$ cat src/rtl/regfile_write_arbiter_if.sv
// Write-side bundle between the two writeback requesters, the arbiter and the register file.
// master = requester/regfile side, slave = arbiter.
interface regfile_write_arbiter_if #(
  parameter int unsigned DATA_WIDTH = 32,
  parameter int unsigned ADDR_WIDTH = 5
);
  logic                  ReqA;
  logic [ADDR_WIDTH-1:0] WrRegA;
  logic [DATA_WIDTH-1:0] WrDataA;
  logic                  AckA;
  logic                  ReqB;
  logic [ADDR_WIDTH-1:0] WrRegB;
  logic [DATA_WIDTH-1:0] WrDataB;
  logic                  AckB;
  logic                  RegWrite;
  logic [ADDR_WIDTH-1:0] WriteRegister;
  logic [DATA_WIDTH-1:0] WriteData;
  logic                  InitDone;

  modport master (
    output ReqA, WrRegA, WrDataA, ReqB, WrRegB, WrDataB,
    input  AckA, AckB, RegWrite, WriteRegister, WriteData, InitDone
  );

  modport slave (
    input  ReqA, WrRegA, WrDataA, ReqB, WrRegB, WrDataB,
    output AckA, AckB, RegWrite, WriteRegister, WriteData, InitDone
  );
endinterface

$ cat src/rtl/regfile_write_arbiter.sv
// Shares the regfile write port between requesters A and B, zero-filling registers after reset.
// Define REGARB_FIXED_PRIO_EN to make A always win contention instead of round-robin.
module regfile_write_arbiter #(
  parameter int unsigned DATA_WIDTH    = 32,
  parameter int unsigned ADDR_WIDTH    = 5,
  parameter int unsigned NUM_REGS      = 32,
  parameter int unsigned INIT_ON_RESET = 1
) (
  input logic                    Clk,
  input logic                    Reset,
  regfile_write_arbiter_if.slave bus
);

  typedef enum logic [0:0] {StInit, StArb} state_e;

  // A single-register file has nothing to zero-fill beyond r0.
  localparam bit DoInit = (INIT_ON_RESET != 0) && (NUM_REGS > 1);
  localparam logic [ADDR_WIDTH-1:0] LastReg = ADDR_WIDTH'(NUM_REGS - 1);

  state_e                state_q, state_d;
  logic [ADDR_WIDTH-1:0] cnt_q, cnt_d;
  logic                  init_done_q, init_done_d;
  logic                  reg_write_q, reg_write_d;
  logic [ADDR_WIDTH-1:0] wr_reg_q, wr_reg_d;
  logic [DATA_WIDTH-1:0] wr_data_q, wr_data_d;

  logic arb_en;
  logic grant_a;
  logic grant_b;

  assign arb_en = (state_q == StArb) && init_done_q && !Reset;

`ifdef REGARB_FIXED_PRIO_EN
  assign grant_a = arb_en && bus.ReqA;
  assign grant_b = arb_en && bus.ReqB && !bus.ReqA;
`else
  logic last_b_q, last_b_d;

  assign grant_a = arb_en && bus.ReqA && (!bus.ReqB || last_b_q);
  assign grant_b = arb_en && bus.ReqB && !(bus.ReqA && last_b_q);

  // Dropped r0 writes leave the fairness pointer alone.
  always_comb begin
    last_b_d = last_b_q;
    if (grant_a && (bus.WrRegA != '0)) begin
      last_b_d = 1'b0;
    end else if (grant_b && (bus.WrRegB != '0)) begin
      last_b_d = 1'b1;
    end
  end

  always_ff @(posedge Clk or posedge Reset) begin
    if (Reset) begin
      last_b_q <= 1'b1;
    end else begin
      last_b_q <= last_b_d;
    end
  end
`endif

  always_comb begin
    state_d     = state_q;
    cnt_d       = cnt_q;
    init_done_d = init_done_q;
    reg_write_d = 1'b0;
    wr_reg_d    = wr_reg_q;
    wr_data_d   = wr_data_q;
    unique case (state_q)
      StInit: begin
        reg_write_d = 1'b1;
        wr_reg_d    = cnt_q;
        wr_data_d   = '0;
        cnt_d       = cnt_q + ADDR_WIDTH'(1);
        if (cnt_q == LastReg) begin
          state_d = StArb;
        end
      end
      StArb: begin
        // First ARB edge follows the last init write; acks open only after it.
        init_done_d = 1'b1;
        if (grant_a && (bus.WrRegA != '0)) begin
          reg_write_d = 1'b1;
          wr_reg_d    = bus.WrRegA;
          wr_data_d   = bus.WrDataA;
        end else if (grant_b && (bus.WrRegB != '0)) begin
          reg_write_d = 1'b1;
          wr_reg_d    = bus.WrRegB;
          wr_data_d   = bus.WrDataB;
        end
      end
    endcase
  end

  always_ff @(posedge Clk or posedge Reset) begin
    if (Reset) begin
      state_q     <= DoInit ? StInit : StArb;
      cnt_q       <= ADDR_WIDTH'(1);
      init_done_q <= !DoInit;
      reg_write_q <= 1'b0;
      wr_reg_q    <= '0;
      wr_data_q   <= '0;
    end else begin
      state_q     <= state_d;
      cnt_q       <= cnt_d;
      init_done_q <= init_done_d;
      reg_write_q <= reg_write_d;
      wr_reg_q    <= wr_reg_d;
      wr_data_q   <= wr_data_d;
    end
  end

  assign bus.AckA          = grant_a;
  assign bus.AckB          = grant_b;
  assign bus.RegWrite      = reg_write_q;
  assign bus.WriteRegister = wr_reg_q;
  assign bus.WriteData     = wr_data_q;
  assign bus.InitDone      = init_done_q;

endmodule

$ cat src/flat_wrapper.sv
// flat-port wrapper written by rule: the top's interface ports become plain ports
module regfile_write_arbiter_flat 
#(
  parameter int unsigned DATA_WIDTH    = 32,
  parameter int unsigned ADDR_WIDTH    = 5,
  parameter int unsigned NUM_REGS      = 32,
  parameter int unsigned INIT_ON_RESET = 1
)
  (Clk, Reset, bus_ReqA, bus_WrRegA, bus_WrDataA, bus_ReqB, bus_WrRegB, bus_WrDataB, bus_AckA, bus_AckB, bus_RegWrite, bus_WriteRegister, bus_WriteData, bus_InitDone);
  regfile_write_arbiter_if #(.DATA_WIDTH(DATA_WIDTH), .ADDR_WIDTH(ADDR_WIDTH)) bus_i ();
  input logic Clk;
  input logic Reset;
  input wire logic [$bits(bus_i.ReqA)-1:0] bus_ReqA;
  input wire logic [$bits(bus_i.WrRegA)-1:0] bus_WrRegA;
  input wire logic [$bits(bus_i.WrDataA)-1:0] bus_WrDataA;
  input wire logic [$bits(bus_i.ReqB)-1:0] bus_ReqB;
  input wire logic [$bits(bus_i.WrRegB)-1:0] bus_WrRegB;
  input wire logic [$bits(bus_i.WrDataB)-1:0] bus_WrDataB;
  output wire logic [$bits(bus_i.AckA)-1:0] bus_AckA;
  output wire logic [$bits(bus_i.AckB)-1:0] bus_AckB;
  output wire logic [$bits(bus_i.RegWrite)-1:0] bus_RegWrite;
  output wire logic [$bits(bus_i.WriteRegister)-1:0] bus_WriteRegister;
  output wire logic [$bits(bus_i.WriteData)-1:0] bus_WriteData;
  output wire logic [$bits(bus_i.InitDone)-1:0] bus_InitDone;
  assign bus_i.ReqA = bus_ReqA;
  assign bus_i.WrRegA = bus_WrRegA;
  assign bus_i.WrDataA = bus_WrDataA;
  assign bus_i.ReqB = bus_ReqB;
  assign bus_i.WrRegB = bus_WrRegB;
  assign bus_i.WrDataB = bus_WrDataB;
  assign bus_AckA = bus_i.AckA;
  assign bus_AckB = bus_i.AckB;
  assign bus_RegWrite = bus_i.RegWrite;
  assign bus_WriteRegister = bus_i.WriteRegister;
  assign bus_WriteData = bus_i.WriteData;
  assign bus_InitDone = bus_i.InitDone;
  regfile_write_arbiter #(.DATA_WIDTH(DATA_WIDTH), .ADDR_WIDTH(ADDR_WIDTH), .NUM_REGS(NUM_REGS), .INIT_ON_RESET(INIT_ON_RESET)) u_core (.Clk(Clk), .Reset(Reset), .bus(bus_i));
endmodule
$ cat config.mk
export PLATFORM = sky130hd
export DESIGN_NAME = regfile_write_arbiter_flat
export DESIGN_NICKNAME = d
export VERILOG_FILES = /design/src/rtl/regfile_write_arbiter_if.sv /design/src/rtl/regfile_write_arbiter.sv /design/src/flat_wrapper.sv
export SDC_FILE = /design/constraint.sdc
export NUM_CORES = 1
export LEC_CHECK = 0
export BUFFER_PORTS_ARGS = -buffer_cell sky130_fd_sc_hd__clkbuf_2
export CORE_MARGIN = 3
export CORE_UTILIZATION = 25
export CTS_CLUSTER_SIZE = 40
export DETAILED_ROUTE_END_ITERATION = 10
export PLACE_DENSITY = 0.62
export SLEW_MARGIN = 25
export SYNTH_ARGS = -nofsm -noshare
export SYNTH_HDL_FRONTEND = slang
export SYNTH_SLANG_ARGS = --single-unit
$ cat constraint.sdc
create_clock -name Clk -period 2.6 [get_ports Clk]
set_input_delay 0 -clock Clk [delete_from_list [all_inputs] [get_ports Clk]]
set_output_delay 0 -clock Clk [all_outputs]
set_load 0.1 [all_outputs]
==> impl_metrics.json <==
{
  "status": "completed",
  "clock_latency_ns": 0.29,
  "total_leakage_power_uw": 0.00175,
  "yosys.area.top_type": "dfrtp_1",
  "power.density_nw_per_um2": 802,
  "cts_buffers": 5,
  "core_area_sq_um": 7930,
  "max_slew_margin_pct": 47.7,
  "layout_commonest_cell": "clkbuf_2",
  "crit_fanout": 20,
  "rows": 32,
  "hpwl_um": 4150,
  "yosysSeqAreaShare_pct": 54.8,
  "rsz0062_at_grt": "no",
  "p_seq_share_pct": 32.2,
  "ioPinCount": 119,
  "diodes": 0,
  "cts_root_buf": "clkbuf_8",
  "worst_pin_slew_ns": 0.783,
  "critPathKind": "in -> reg",
  "area_delta_synth_final_pct": 69.2,
  "tritoncts": "built",
  "crit_buf_inv": 4,
  "cts_max_path_buffers": 2,
  "p_int_uw": 1370,
  "clkSinkCount": 46,
  "slowest_delay_ns": 0.58,
  "cp_top_family": "buffers and inverters",
  "grt_pass1_wl_um": 11000,
  "ys_ff_latch": 46,
  "synthTopCellsByArea": "dfrtp_1, a22oi_1, inv_1",
  "clkPwrFrac_pct": 15.6,
  "antenna_left": 0,
  "syn_avg_cell_area_sq_um": 10.4,
  "nets": 468,
  "wl_per_cell_um": 13.7,
  "critPathRequiredTime_ns": 2.77,
  "cp-start-kind": "input pin",
  "route.detailed.drc": 0,
  "total_power_uw": 2850,
  "crit_slowest_cell": "dlygate4sd3_1",
  "fin_crit_ns": 2.33,
  "arrival_ns": 2.51,
  "cp_cell_sequence": "dlygate4sd3_1 -> clkbuf_2 -> or4_4 -> o2111a_1 -> buf_4 -> a22oi_1 -> dlygate4sd3_1 -> o21ai_1",
  "finalWeightedCongestion": 0.817,
  "firstDrtPassIters": 4,
  "drt-initial-drc-count": 53,
  "grt.overflow.total": 0,
  "finalClockSkew_ns": 0.00882,
  "setup_viol": 0,
  "postLayoutCellArea_sq_um": 3560,
  "yosysWarningCount": 0,
  "die_area_sq_um": 9550,
  "dpl_cell_area_sq_um": 2780,
  "vias": 2190,
  "grt_max_degree": 47,
  "antenna_found_initial": 0,
  "finalCritPeriodShare_pct": 89.8,
  "fp.dieW_um": 97.7,
  "ir_drop_uv": 517,
  "cpMostUsedCell": "dlygate4sd3_1",
  "multi_input_area_sq_um": 708,
  "fmax_ghz": 0.428,
  "post_cts_buffers": 0,
  "grt_use_total_pct": 14.0,
  "p_comb_share_pct": 52.3,
  "pre_cts_slack_ns": 0.617,
  "setup_slack_ns": 0.265,
  "cts_resized": 0,
  "post-route-util_pct": 44.9,
  "regArea_sq_um": 1150,
  "hold_path_class": "in -> reg",
  "syn_nets": 282,
  "drv_cap": 0,
  "synth.cell_area_sq_um": 2100,
  "ys_types": 31,
  "swShare_pct": 52.2,
  "syn_inst": 202,
  "drt_wl_total_um": 6710,
  "synth.top_cell.area_share_pct": 52.3,
  "drive_gt1_share_pct": 36.5,
  "tns_ns": 0,
  "final-hold-violation-count": 0,
  "avgViaCountPerCell": 4.46,
  "h-tree-depth": 2,
  "die_height_um": 97.7,
  "clk_pin_slew_ns": 0.09,
  "final_cell_mix": "clkbuf_2, dlygate4sd3_1, dfrtp_1",
  "drv_slew": 0,
  "grt_pass1_vias": 2350,
  "port_buffers": 118,
  "cts_hold_buf": 69,
  "p_sw_uw": 1490,
  "start_util_pct": 26.5,
  "fill_cells": 738,
  "crit_path_end_kind": "flip-flop"
}
cells in the mapped netlist (all sizes together):
master,n
dfrtp,44
ha,2
o32ai,1
mux2,2
or2,2
inv,39
clkinv,1
nand2b,1
clkbuf,8
o2111a,2
and3,3
dfstp,2
a22oi,34
nor3,1
nand4,1
a2bb2oi,2
or3,1
a211o,2
a31o,1
buf,6
nand2,2
xnor2,3
o21ai,34
and3b,2
a222oi,2
nor2,2
or4,2
cell type report:
class / count / share of cell area, %
sequential: 46 / 32.4
inverter: 40 / 4.25
multi-input combinational: 102 / 19.9
clock inverter: 1 / 0.141
clock buffer: 7 / 2.43
tap: 102 / 3.59
timing repair buffer: 193 / 37.3
cell families after synthesis:
| group | synth area share [%] |
|---|---|
| AOI/OAI and AO/OA | 25.1 |
| buffers and inverters | 11.5 |
| DFF | 54.8 |
| and+or+nand+nor | 5.06 |
| xor gates and xnor gates | 1.25 |
| muxes | 1.07 |
| adders and majority gates | 1.19 |
per-stage QoR:
stage	cells	hold WS, ns
floorplan	202	0.139
global placement	414	0.232
detailed placement	414	0.240
CTS	491	0.0128
global route	491	0.0363
finish	491	0.0233
state kept, by name, indices dropped and copies added, names as in the netlist:
signal and flops:
u_core.last_b_q 1, u_core.bus.WriteRegister 5, u_core.cnt_q 5, u_core.state_q 1, u_core.bus.WriteData 32, u_core.bus.RegWrite 1
u_core.bus.InitDone 1
power by group through the flow:
stage,clock network (uW),logic [uW],registers [uW]
after floorplan,0,233,1840
after global placement,0,1380,930
after detailed placement,0,1390,927
after CTS,468,1490,918
after global routing,494,1560,931
final,445,1490,918
path summary, 6_finish.rpt:
| path | slack, ns | depth (start not counted) | start | endpoint |
|---|---|---|---|---|
| max reg2reg | 0.30 | 6 | u_core.state_q | u_core.bus.WriteRegister[1] |
| min reg2reg | 0.50 | 1 | u_core.cnt_q[3] | u_core.cnt_q[3] |
| min | 0.02 | 4 | bus_WrRegB[3] | u_core.bus.WriteRegister[3] |
| min in group asynchronous | 0.38 | 3 | Reset | u_core.bus.WriteRegister[0] |
| max in group asynchronous | 1.75 | 3 | Reset | u_core.bus.WriteData[8] |
| max | 0.27 | 8 | bus_WrRegA[1] | u_core.bus.WriteData[19] |
tightest hold or removal path, cell delays in order:
cell and delay (ns):
clkbuf_2 0.09, inv_1 0.04, a211o_1 0.10, a2bb2oi_1 0.05
metal layers:
metal / track usage (%) / part of all wire (%) / vias to the layer above / wire [um]
met2: 25.7 / 52 / 83 / 3470
met3: 3.30 / 6.7 / 4 / 448
li1: - / - / 1079 / -
met1: 16.5 / 41 / 1024 / 2760
met5: 0 / 0 / - / 0
met4: 2.98 / 0.55 / 0 / 37
Power figures use the tool's default switching activity.
